$ cat config.mk
export PLATFORM = sky130hd
export DESIGN_NAME = vga_timing_gen
export DESIGN_NICKNAME = d
export VERILOG_FILES = /design/src/rtl/vga_pkg.sv /design/src/rtl/vga_timing_gen_pattern.sv /design/src/rtl/vga_timing_gen.sv
export SDC_FILE = /design/constraint.sdc
export NUM_CORES = 1
export LEC_CHECK = 0
export CAP_MARGIN = 20
export CORE_MARGIN = 2
export CORE_UTILIZATION = 52
export CTS_CLUSTER_SIZE = 40
export DETAILED_ROUTE_END_ITERATION = 8
export PLACE_DENSITY = 0.85
export SLEW_MARGIN = 40
export SYNTH_ARGS = -nofsm -noshare
export SYNTH_HDL_FRONTEND = slang
export SYNTH_SLANG_ARGS = --single-unit
export TNS_END_PERCENT = 30
$ cat constraint.sdc
create_clock -name clk -period 3.3 [get_ports clk]
set_clock_uncertainty 0.05 [all_clocks]
set_input_delay 0.33 -clock clk [delete_from_list [all_inputs] [get_ports clk]]
set_output_delay 0.33 -clock clk [all_outputs]
set_load 0.005 [all_outputs]
$ cat src/rtl/vga_pkg.sv
`default_nettype none
// ============================================================================
// Module      : vga_pkg
// Description : Shared definitions for the VGA timing generator: pattern mode
//               encodings, bar colours and timing/parameter helper functions.
// Revision    : 1.0 - initial release
// ============================================================================
package vga_pkg;

  typedef logic [1:0] mode_t;

  localparam mode_t MODE_EXT    = 2'd0;
  localparam mode_t MODE_BORDER = 2'd1;
  localparam mode_t MODE_BARS   = 2'd2;
  localparam mode_t MODE_GRID   = 2'd3;

  localparam logic [23:0] COL_WHITE   = 24'hFFFFFF;
  localparam logic [23:0] COL_YELLOW  = 24'hFFFF00;
  localparam logic [23:0] COL_CYAN    = 24'h00FFFF;
  localparam logic [23:0] COL_GREEN   = 24'h00FF00;
  localparam logic [23:0] COL_MAGENTA = 24'hFF00FF;
  localparam logic [23:0] COL_RED     = 24'hFF0000;
  localparam logic [23:0] COL_BLUE    = 24'h0000FF;
  localparam logic [23:0] COL_BLACK   = 24'h000000;

  // Colour of bar idx, left to right across the active area.
  function automatic logic [23:0] bar_colour(input logic [2:0] idx);
    case (idx)
      3'd0:    return COL_WHITE;
      3'd1:    return COL_YELLOW;
      3'd2:    return COL_CYAN;
      3'd3:    return COL_GREEN;
      3'd4:    return COL_MAGENTA;
      3'd5:    return COL_RED;
      3'd6:    return COL_BLUE;
      default: return COL_BLACK;
    endcase
  endfunction

  // Total line length (clocks) or frame height (lines).
  function automatic int unsigned frame_total(input int unsigned sync,
                                              input int unsigned back,
                                              input int unsigned active,
                                              input int unsigned front);
    return sync + back + active + front;
  endfunction

  // True when a counter of 'width' bits can hold 0..total-1.
  function automatic bit counter_fits(input int unsigned total,
                                      input int unsigned width);
    return (width >= 32) || ((64'd1 << width) > (64'(total) - 64'd1));
  endfunction

  // RGB may lead the data-enable by 0 or 1 clocks only.
  function automatic bit lead_legal(input int unsigned lead);
    return lead <= 1;
  endfunction

endpackage
`default_nettype wire

$ cat src/rtl/vga_timing_gen_pattern.sv
`default_nettype none
// ============================================================================
// Module      : vga_pattern_gen
// Description : Selects the pixel colour (external data, border, colour bars
//               or grid) and registers it; forced to black when not enabled.
// Revision    : 1.0 - initial release
// ============================================================================
module vga_pattern_gen
  import vga_pkg::*;
#(
  parameter int unsigned CW       = 8,
  parameter int unsigned HW       = 11,
  parameter int unsigned VW       = 10,
  parameter int unsigned H_ACTIVE = 1024,
  parameter int unsigned V_ACTIVE = 768
) (
  input  logic            clk,
  input  logic            rst_n,
  input  logic            en,
  input  mode_t           mode,
  input  logic [HW-1:0]   pix_x,
  input  logic [VW-1:0]   pix_y,
  input  logic [3*CW-1:0] pix_in,
  output logic [3*CW-1:0] rgb
);

  // Last bar takes whatever H_ACTIVE/8 leaves over.
  localparam int unsigned BAR_W = H_ACTIVE / 8;

  // Pattern colours are saturated per channel, so one bit per channel suffices.
  function automatic logic [3*CW-1:0] expand(input logic [23:0] c);
    return {{CW{c[23]}}, {CW{c[15]}}, {CW{c[7]}}};
  endfunction

  logic [31:0]     x32;
  logic [31:0]     y32;
  logic [2:0]      bar;
  logic [23:0]     colour;
  logic [3*CW-1:0] rgb_next;

  // Colour of the current pixel for the latched mode.
  always_comb begin
    x32 = 32'(pix_x);
    y32 = 32'(pix_y);
    bar = 3'd0;
    for (int i = 1; i < 8; i++) begin
      if (x32 >= 32'(i) * BAR_W) bar = 3'(i);
    end
    colour = COL_BLACK;
    case (mode)
      MODE_BORDER: begin
        if (x32 == 32'd0 || x32 == H_ACTIVE - 1)      colour = COL_RED;
        else if (y32 == 32'd0 || y32 == V_ACTIVE - 1) colour = COL_GREEN;
        else                                          colour = COL_WHITE;
      end
      MODE_BARS: colour = bar_colour(bar);
      MODE_GRID: colour = (x32[4:0] == 5'd0 || y32[4:0] == 5'd0) ? COL_WHITE : COL_BLACK;
      default:   colour = COL_BLACK;
    endcase
    rgb_next = (mode == MODE_EXT) ? pix_in : expand(colour);
  end

  // Output register; black outside the requested pixels.
  always_ff @(posedge clk or negedge rst_n) begin
    if (!rst_n)  rgb <= '0;
    else if (en) rgb <= rgb_next;
    else         rgb <= '0;
  end

endmodule
`default_nettype wire

$ cat src/rtl/vga_timing_gen.sv
`default_nettype none
// ============================================================================
// Module      : vga_timing_gen
// Description : Parametrised VGA/DVI-DAC timing generator with pixel-request
//               look-ahead, test-pattern engine and RGB lead alignment.
// Revision    : 1.0 - initial release
// ============================================================================
module vga_timing_gen
  import vga_pkg::*;
#(
  parameter int unsigned H_SYNC    = 136,
  parameter int unsigned H_BACK    = 160,
  parameter int unsigned H_ACTIVE  = 1024,
  parameter int unsigned H_FRONT   = 24,
  parameter int unsigned V_SYNC    = 6,
  parameter int unsigned V_BACK    = 29,
  parameter int unsigned V_ACTIVE  = 768,
  parameter int unsigned V_FRONT   = 3,
  parameter bit          HS_POL    = 1'b0,
  parameter bit          VS_POL    = 1'b0,
  parameter int unsigned DATA_LEAD = 1,
  parameter int unsigned CW        = 8,
  parameter int unsigned HW        = 11,
  parameter int unsigned VW        = 10
) (
  input  logic            clk,
  input  logic            rst_n,
  input  logic [1:0]      mode,
  input  logic [3*CW-1:0] pix_in,
  output logic            pix_req,
  output logic [HW-1:0]   pix_x,
  output logic [VW-1:0]   pix_y,
  output logic [CW-1:0]   vga_r,
  output logic [CW-1:0]   vga_g,
  output logic [CW-1:0]   vga_b,
  output logic            vga_hs,
  output logic            vga_vs,
  output logic            vga_de,
  output logic            vga_blank_n,
  output logic            vga_sync,
  output logic            vga_clk,
  output logic            frame_start,
  output logic            line_start
);

  localparam int unsigned H_TOTAL = frame_total(H_SYNC, H_BACK, H_ACTIVE, H_FRONT);
  localparam int unsigned V_TOTAL = frame_total(V_SYNC, V_BACK, V_ACTIVE, V_FRONT);
  localparam int unsigned H_START = H_SYNC + H_BACK;
  localparam int unsigned H_END   = H_START + H_ACTIVE;
  localparam int unsigned V_START = V_SYNC + V_BACK;
  localparam int unsigned V_END   = V_START + V_ACTIVE;
  // Requests run ahead of the counter: one clock for the upstream read, one
  // for the pattern register, plus the RGB lead.
  localparam int unsigned REQ_OFF = DATA_LEAD + 2;
  localparam logic [HW-1:0] H_LAST = HW'(H_TOTAL - 1);
  localparam logic [VW-1:0] V_LAST = VW'(V_TOTAL - 1);

  generate
    if (!counter_fits(H_TOTAL, HW)) begin : g_chk_hw
      $error("vga_timing_gen: HW too narrow for H_TOTAL");
    end
    if (!counter_fits(V_TOTAL, VW)) begin : g_chk_vw
      $error("vga_timing_gen: VW too narrow for V_TOTAL");
    end
    if (!lead_legal(DATA_LEAD)) begin : g_chk_lead
      $error("vga_timing_gen: DATA_LEAD must be 0 or 1");
    end
    // Look-ahead must stay inside the current line's blanking.
    if (H_START < REQ_OFF) begin : g_chk_ahead
      $error("vga_timing_gen: H_SYNC+H_BACK too short for request look-ahead");
    end
  endgenerate

  logic [HW-1:0]   h_cnt;
  logic [VW-1:0]   v_cnt;
  logic [31:0]     h_now;
  logic [31:0]     h_ahead;
  logic [31:0]     v_now;
  logic            h_act;
  logic            h_req_act;
  logic            v_act;
  mode_t           mode_q;
  logic            req_d;
  logic [HW-1:0]   x_d;
  logic [VW-1:0]   y_d;
  logic [3*CW-1:0] rgb;

  // Region decode of the current and look-ahead counter positions.
  always_comb begin
    h_now     = 32'(h_cnt);
    v_now     = 32'(v_cnt);
    h_ahead   = h_now + REQ_OFF;
    h_act     = (h_now >= H_START) && (h_now < H_END);
    h_req_act = (h_ahead >= H_START) && (h_ahead < H_END);
    v_act     = (v_now >= V_START) && (v_now < V_END);
  end

  // Horizontal/vertical position counters.
  always_ff @(posedge clk or negedge rst_n) begin
    if (!rst_n) begin
      h_cnt <= '0;
      v_cnt <= '0;
    end else if (h_cnt == H_LAST) begin
      h_cnt <= '0;
      v_cnt <= (v_cnt == V_LAST) ? '0 : v_cnt + 1'b1;
    end else begin
      h_cnt <= h_cnt + 1'b1;
    end
  end

  // Registered syncs, enables, strobes, pixel request and mode latch.
  always_ff @(posedge clk or negedge rst_n) begin
    if (!rst_n) begin
      vga_hs      <= ~HS_POL;
      vga_vs      <= ~VS_POL;
      vga_de      <= 1'b0;
      frame_start <= 1'b0;
      line_start  <= 1'b0;
      pix_req     <= 1'b0;
      pix_x       <= '0;
      pix_y       <= '0;
      mode_q      <= MODE_EXT;
    end else begin
      vga_hs      <= (h_now < H_SYNC) ? HS_POL : ~HS_POL;
      vga_vs      <= (v_now < V_SYNC) ? VS_POL : ~VS_POL;
      vga_de      <= h_act && v_act;
      frame_start <= (h_cnt == '0) && (v_cnt == '0);
      line_start  <= (h_cnt == '0);
      pix_req     <= h_req_act && v_act;
      pix_x       <= (h_req_act && v_act) ? HW'(h_ahead - H_START) : '0;
      pix_y       <= (h_req_act && v_act) ? VW'(v_now - V_START) : '0;
      if ((h_cnt == '0) && (v_cnt == '0)) mode_q <= mode;
    end
  end

  // Align request coordinates with the returning upstream pixel.
  always_ff @(posedge clk or negedge rst_n) begin
    if (!rst_n) begin
      req_d       <= 1'b0;
      x_d         <= '0;
      y_d         <= '0;
      vga_blank_n <= 1'b0;
    end else begin
      req_d       <= pix_req;
      x_d         <= pix_x;
      y_d         <= pix_y;
      vga_blank_n <= req_d;
    end
  end

  vga_pattern_gen #(
    .CW       (CW),
    .HW       (HW),
    .VW       (VW),
    .H_ACTIVE (H_ACTIVE),
    .V_ACTIVE (V_ACTIVE)
  ) u_pattern (
    .clk    (clk),
    .rst_n  (rst_n),
    .en     (req_d),
    .mode   (mode_q),
    .pix_x  (x_d),
    .pix_y  (y_d),
    .pix_in (pix_in),
    .rgb    (rgb)
  );

  assign {vga_r, vga_g, vga_b} = rgb;
  assign vga_sync = 1'b0;
  assign vga_clk  = ~clk;

endmodule
`default_nettype wire
Word level (Yosys, flattened, before mapping)
Cells that the tools add are included.
{"block": "op_classes", "n_addsub": 5, "magnitude_cmp": 15, "n_eq_ne": 13, "muxes": 20, "n_bitwise": 1, "reduce_logical": 17}
{"operator": "$pmux 24 s7", "count": 1}
{"operator": "$mux 24", "count": 5}
{"operator": "$pmux 24 s3", "count": 1}
{"operator": "$ge 11x10->1 const B", "count": 4}
{"operator": "$ge 11x9->1 const B", "count": 3}
{"operator": "$logic_not 11->1", "count": 2}
{"operator": "$mux 11", "count": 2}
{"operator": "$eq 10x10->1 const B", "count": 2}
{"operator": "$logic_not 10->1", "count": 2}
{"operator": "$mux 10", "count": 2}
{"operator": "$mux 3", "count": 6}
{"operator": "$add 11x2->12 const B", "count": 1}
{"operator": "$ge 12x9->1 const B", "count": 1}
{"operator": "$lt 12x11->1 const B", "count": 1}
{"operator": "$add 11x1->11 const B", "count": 1}
{"operator": "$eq 11x10->1 const B", "count": 1}
{"operator": "$eq 11x11->1 const B", "count": 1}
{"operator": "$ge 11x8->1 const B", "count": 1}
{"operator": "$lt 11x11->1 const B", "count": 1}
{"operator": "$lt 11x8->1 const B", "count": 1}
{"operator": "$sub 11x9->11 const B", "count": 1}
{"operator": "$add 10x1->10 const B", "count": 1}
{"operator": "$ge 10x6->1 const B", "count": 1}
{"operator": "$logic_not 5->1", "count": 2}
{"operator": "other kinds (14)", "count": 27}
{"block": "word_totals", "ff_bits": 97, "in_bits": 28, "out_inout_bits": 54}

Depth between registers and ports, before layout
Gate-level depths: netlist (run 1).
{"block": "depth", "ltp_word": 13, "depth_mapped": 10, "mapped_depth_nobuf": 9}

Cells and area by module
A second synthesis (run 1) with hierarchy kept.
{"block": "hier_totals", "cells_unflattened": 433, "area_unflattened_um2": 4440.5}
{"mod": "vga_timing_gen", "n_inst": 1, "cells_each": 320, "area_each_um2": 3347.0, "seq_area_each_um2": 1829.3}
{"mod": "vga_pattern_gen", "n_inst": 1, "cells_each": 113, "area_each_um2": 1093.5, "seq_area_each_um2": 600.6}

==> impl_results.md, run 1 <==
- Status: completed
- Number of synthesized flops with an enable pin: 0
- PwrDens: around 380 nW/um^2
- Root Driver: clkbuf_8
- Synth warn: 0
- PostCTS Resize Cnt: 0
- R2r startpoint: h_cnt[0]
- Mapped cell area: around 4300 sq um
- Cell count after placement: about 550
- Crit end category: output port
- Post-synthesis xor/xnor area fraction: 0.06729
- Final std cells w/o fill: around 560
- Yosys top cell area share: 0.5535
- Final cycle utilization of the critical path: 0.8797
- Unique masters post-synth: 62
- Most frequent cells in the layout: dfrtp_1 (95), clkdlybuf4s50_1 (79), nor2_1 (31)
- Flop2flop setup slack: approximately 0.40 ns
- Layout cells sized above 1: 0.1024
- Area Growth Syn to Fin: 24.91%
- Die Width: about 95 um
- Primary FF master, synth: dfrtp_1
- Reg2reg path depth: 9
- Row Count: 33
- Post-synthesis mux area share: 0.01515
- Total power draw: 2.049 mW
- CTS tree: done
- Synth Register Bits: between 90 and 100
- Final core utilization: 0.6630
- Clk_lat worst skew: about 0.36 ns
- I/O pins: 82
- Hold Crit Start: pix_x[1]
- Worst Setup SP: clk
- Max stage delay on crit path: 0.48 ns
- Clk slew on worst S/H paths: ~0.090 ns
- Largest cells by area after synthesis: dfrtp_1 (55%), o21a_1 (4.7%), xnor2_1 (4.5%)
- Vias after detailed routing: 3100
- WL final: 8978 um
- Leakage: roughly 2.4 nW
- DPL Wire Length: 6621 um
- GRT Util Overall: 0.2122
- Worst Hold Class: reg2reg
- H-tree levels: 3
- Synth async-reset ratio: 1.000
- Vias/cell: 5.496
- Crit Path Max Fanout: 16
- Reg-to-reg endpoint: pix_y[5]
- Data arrival, critical path: 2.52 ns
- Largest family of logic cells by synthesized area: simple AND/OR/NAND/NOR gates
- Syn avg cell area: approximately 11 sq um
- CTS buffer count: 9
- Initial DRC count: about 150
- Synth Area in Adders: 0.01748
- Pre-Repair DR Iteration Count: 4
- Initial Util: 0.5308
- Layout Nets: ~490
- Worst-margin pin slew: 0.6257 ns
- Cells after synthesis: ~380
- Max Clk Rate: around 350 MHz
- Initial antenna violation count: 0
- Fillers: 613
- Worst Setup EP: vga_clk
- Min Tclk post-route: slightly below 3 ns
- Synth Area in Compound Gates: 0.1180
- Final setup fails: 0
- Worst vdd ir: 0.0002550 V
- Core ar.: about 8000 sq um
- Max Cap Violations: 0
- Critical Path RT: roughly 2.9 ns
- Routed Antenna Nets: 0
- Gp weighted congestion: just under 0.9
- CP max stage cell: clkdlybuf4s50_1
- Synth area leader: dfrtp_1
- Die Ht: approximately 95 um
- RSZ-0062 raised after global routing: no
- Hold Crit Depth: 0
- Critical path, cell by cell: clkbuf_8, clkbuf_8, inv_1, clkdlybuf4s50_1
- Residual DRC: 0
- Routed len/inst: approximately 16 um
- Final Max Slew Viols: 0
- Slew margin rel.: 0.5794
- Full die area: around 9000 sq um
- Simple-gate share of the synthesized area: 0.1803
- Type of the worst setup path: clk2out
- Grt total ovfl: 0
- Seq/Total Area, Yosys: 0.5657
- Worst Setup Start Kind: clock port
- Commonest non-fill, non-tap cell in the layout: dfrtp_1
- Setup_tns: 0 ns
- Vias in the first global route: about 3000
- Crit-path most repeated cell: clkbuf_8
- PortBufs: 80
- Final hold vios: 0
- Clock buffer depth: 2
- ANT cells: 0
- Largest net degree at the start of global routing: 50
- First-pass GRT wire length: between 10000 and 15000 um
kinds of logic (layout without fill, tap and decap cells):
group / after synthesis / in the layout
and+or+nand+nor: 135 / 135
DFF: 97 / 97
AOI/OAI and AO/OA: 67 / 67
xor gates and xnor gates: 33 / 33
buffers and inverters: 33 / 114
adders and majority gates: 6 / 6
muxes: 5 / 5
other: 1 / 2
final cells by class:
class | instances | area, sq um | share of cell area
flip-flops and latches | 97 | 2430 | 0.4529
multi-input cells | 248 | 1718 | 0.3202
repair buffers | 84 | 828.3 | 0.1544
clock buffers | 13 | 176.4 | 0.03288
well taps | 105 | 131.4 | 0.02449
inverters | 12 | 45.04 | 0.008396
clock inverters | 5 | 36.28 | 0.006763
sequential cells by signal, summed over array words and instances, names as in the netlist:
| name | flops |
|---|---|
| frame_start | 1 |
| h_cnt | 11 |
| line_start | 1 |
| mode_q | 2 |
| pix_req | 1 |
| pix_x | 11 |
| pix_y | 10 |
| req_d | 1 |
| u_pattern.rgb | 24 |
| v_cnt | 10 |
| vga_blank_n | 1 |
| vga_de | 1 |
| vga_hs | 1 |
| vga_vs | 1 |
| x_d | 11 |
| y_d | 10 |
synth_stat cells, drive strengths merged, types with 3 or more instances:
cell type / number
or3: 3
nand3: 12
nand2b: 4
nor2b: 5
nor3: 12
nor3b: 4
xnor2: 22
nand4: 11
xor2: 11
inv: 13
o21a: 27
nand2: 17
dfrtp: 95
and2: 3
ha: 6
nor4: 10
mux2i: 3
buf: 11
o21ai: 12
nor2: 41
a21oi: 9
clkbuf: 9
per-stage QoR:
stage	setup slack [ns]	cell area, sq um	hold WS, ns
CTS	0.3784	5365	0.3280
global route	0.2655	5365	0.3428
floorplan	0.5641	4299	-0.01559
detailed placement	0.4321	5156	0.3104
finish	0.3971	5365	0.3270
global placement	0.5689	5156	0.3067
power by group:
group / internal (mW) / total [mW] / switching [mW]
Sequential: 1.19 / 1.19 / 0.00324
Clock: 0.369 / 0.785 / 0.416
Combinational: 0.0351 / 0.0707 / 0.0356
routing by layer:
layer | part of all wire | track usage
met2 | 0.51 | 0.3759
met5 | 0 | 0
met4 | 0.017 | 0.06522
met3 | 0.060 | 0.04389
met1 | 0.41 | 0.2606
critical path: cells and delay by family:
kind | cells | cell delay, ns
buffers and inverters | 4 | 0.87
what timing repair did:
item                                   CTS  global route
endpoints found under the hold margin   46             0
setup buffers                            0             0
hold buffers                             1             0
worst min path at each step:
stage | to
CTS | x_d[1]
global route | y_d[7]
global placement | req_d
detailed placement | x_d[1]
floorplan | frame_start
finish | x_d[1]
(Power assumes the default switching activity.)
==> run 2, diff against run 1 <==
--- a/config.mk
+++ b/config.mk
@@ -11,7 +11,7 @@
 export CTS_CLUSTER_SIZE = 40
 export DETAILED_ROUTE_END_ITERATION = 8
 export PLACE_DENSITY = 0.85
-export SLEW_MARGIN = 40
+export SLEW_MARGIN = 15
 export SYNTH_ARGS = -nofsm -noshare
 export SYNTH_HDL_FRONTEND = slang
 export SYNTH_SLANG_ARGS = --single-unit
==> results of run 2 <==
The final DEF is identical to that of run 1; final timing and power are the same.
==> run 3, diff against run 2 <==
--- a/config.mk
+++ b/config.mk
@@ -11,6 +11,7 @@
 export CTS_CLUSTER_SIZE = 40
 export DETAILED_ROUTE_END_ITERATION = 8
 export PLACE_DENSITY = 0.85
+export SETUP_SLACK_MARGIN = 0.15
 export SLEW_MARGIN = 15
 export SYNTH_ARGS = -nofsm -noshare
 export SYNTH_HDL_FRONTEND = slang
==> results of run 3 <==
The final DEF is identical to that of run 1; final timing and power are the same.
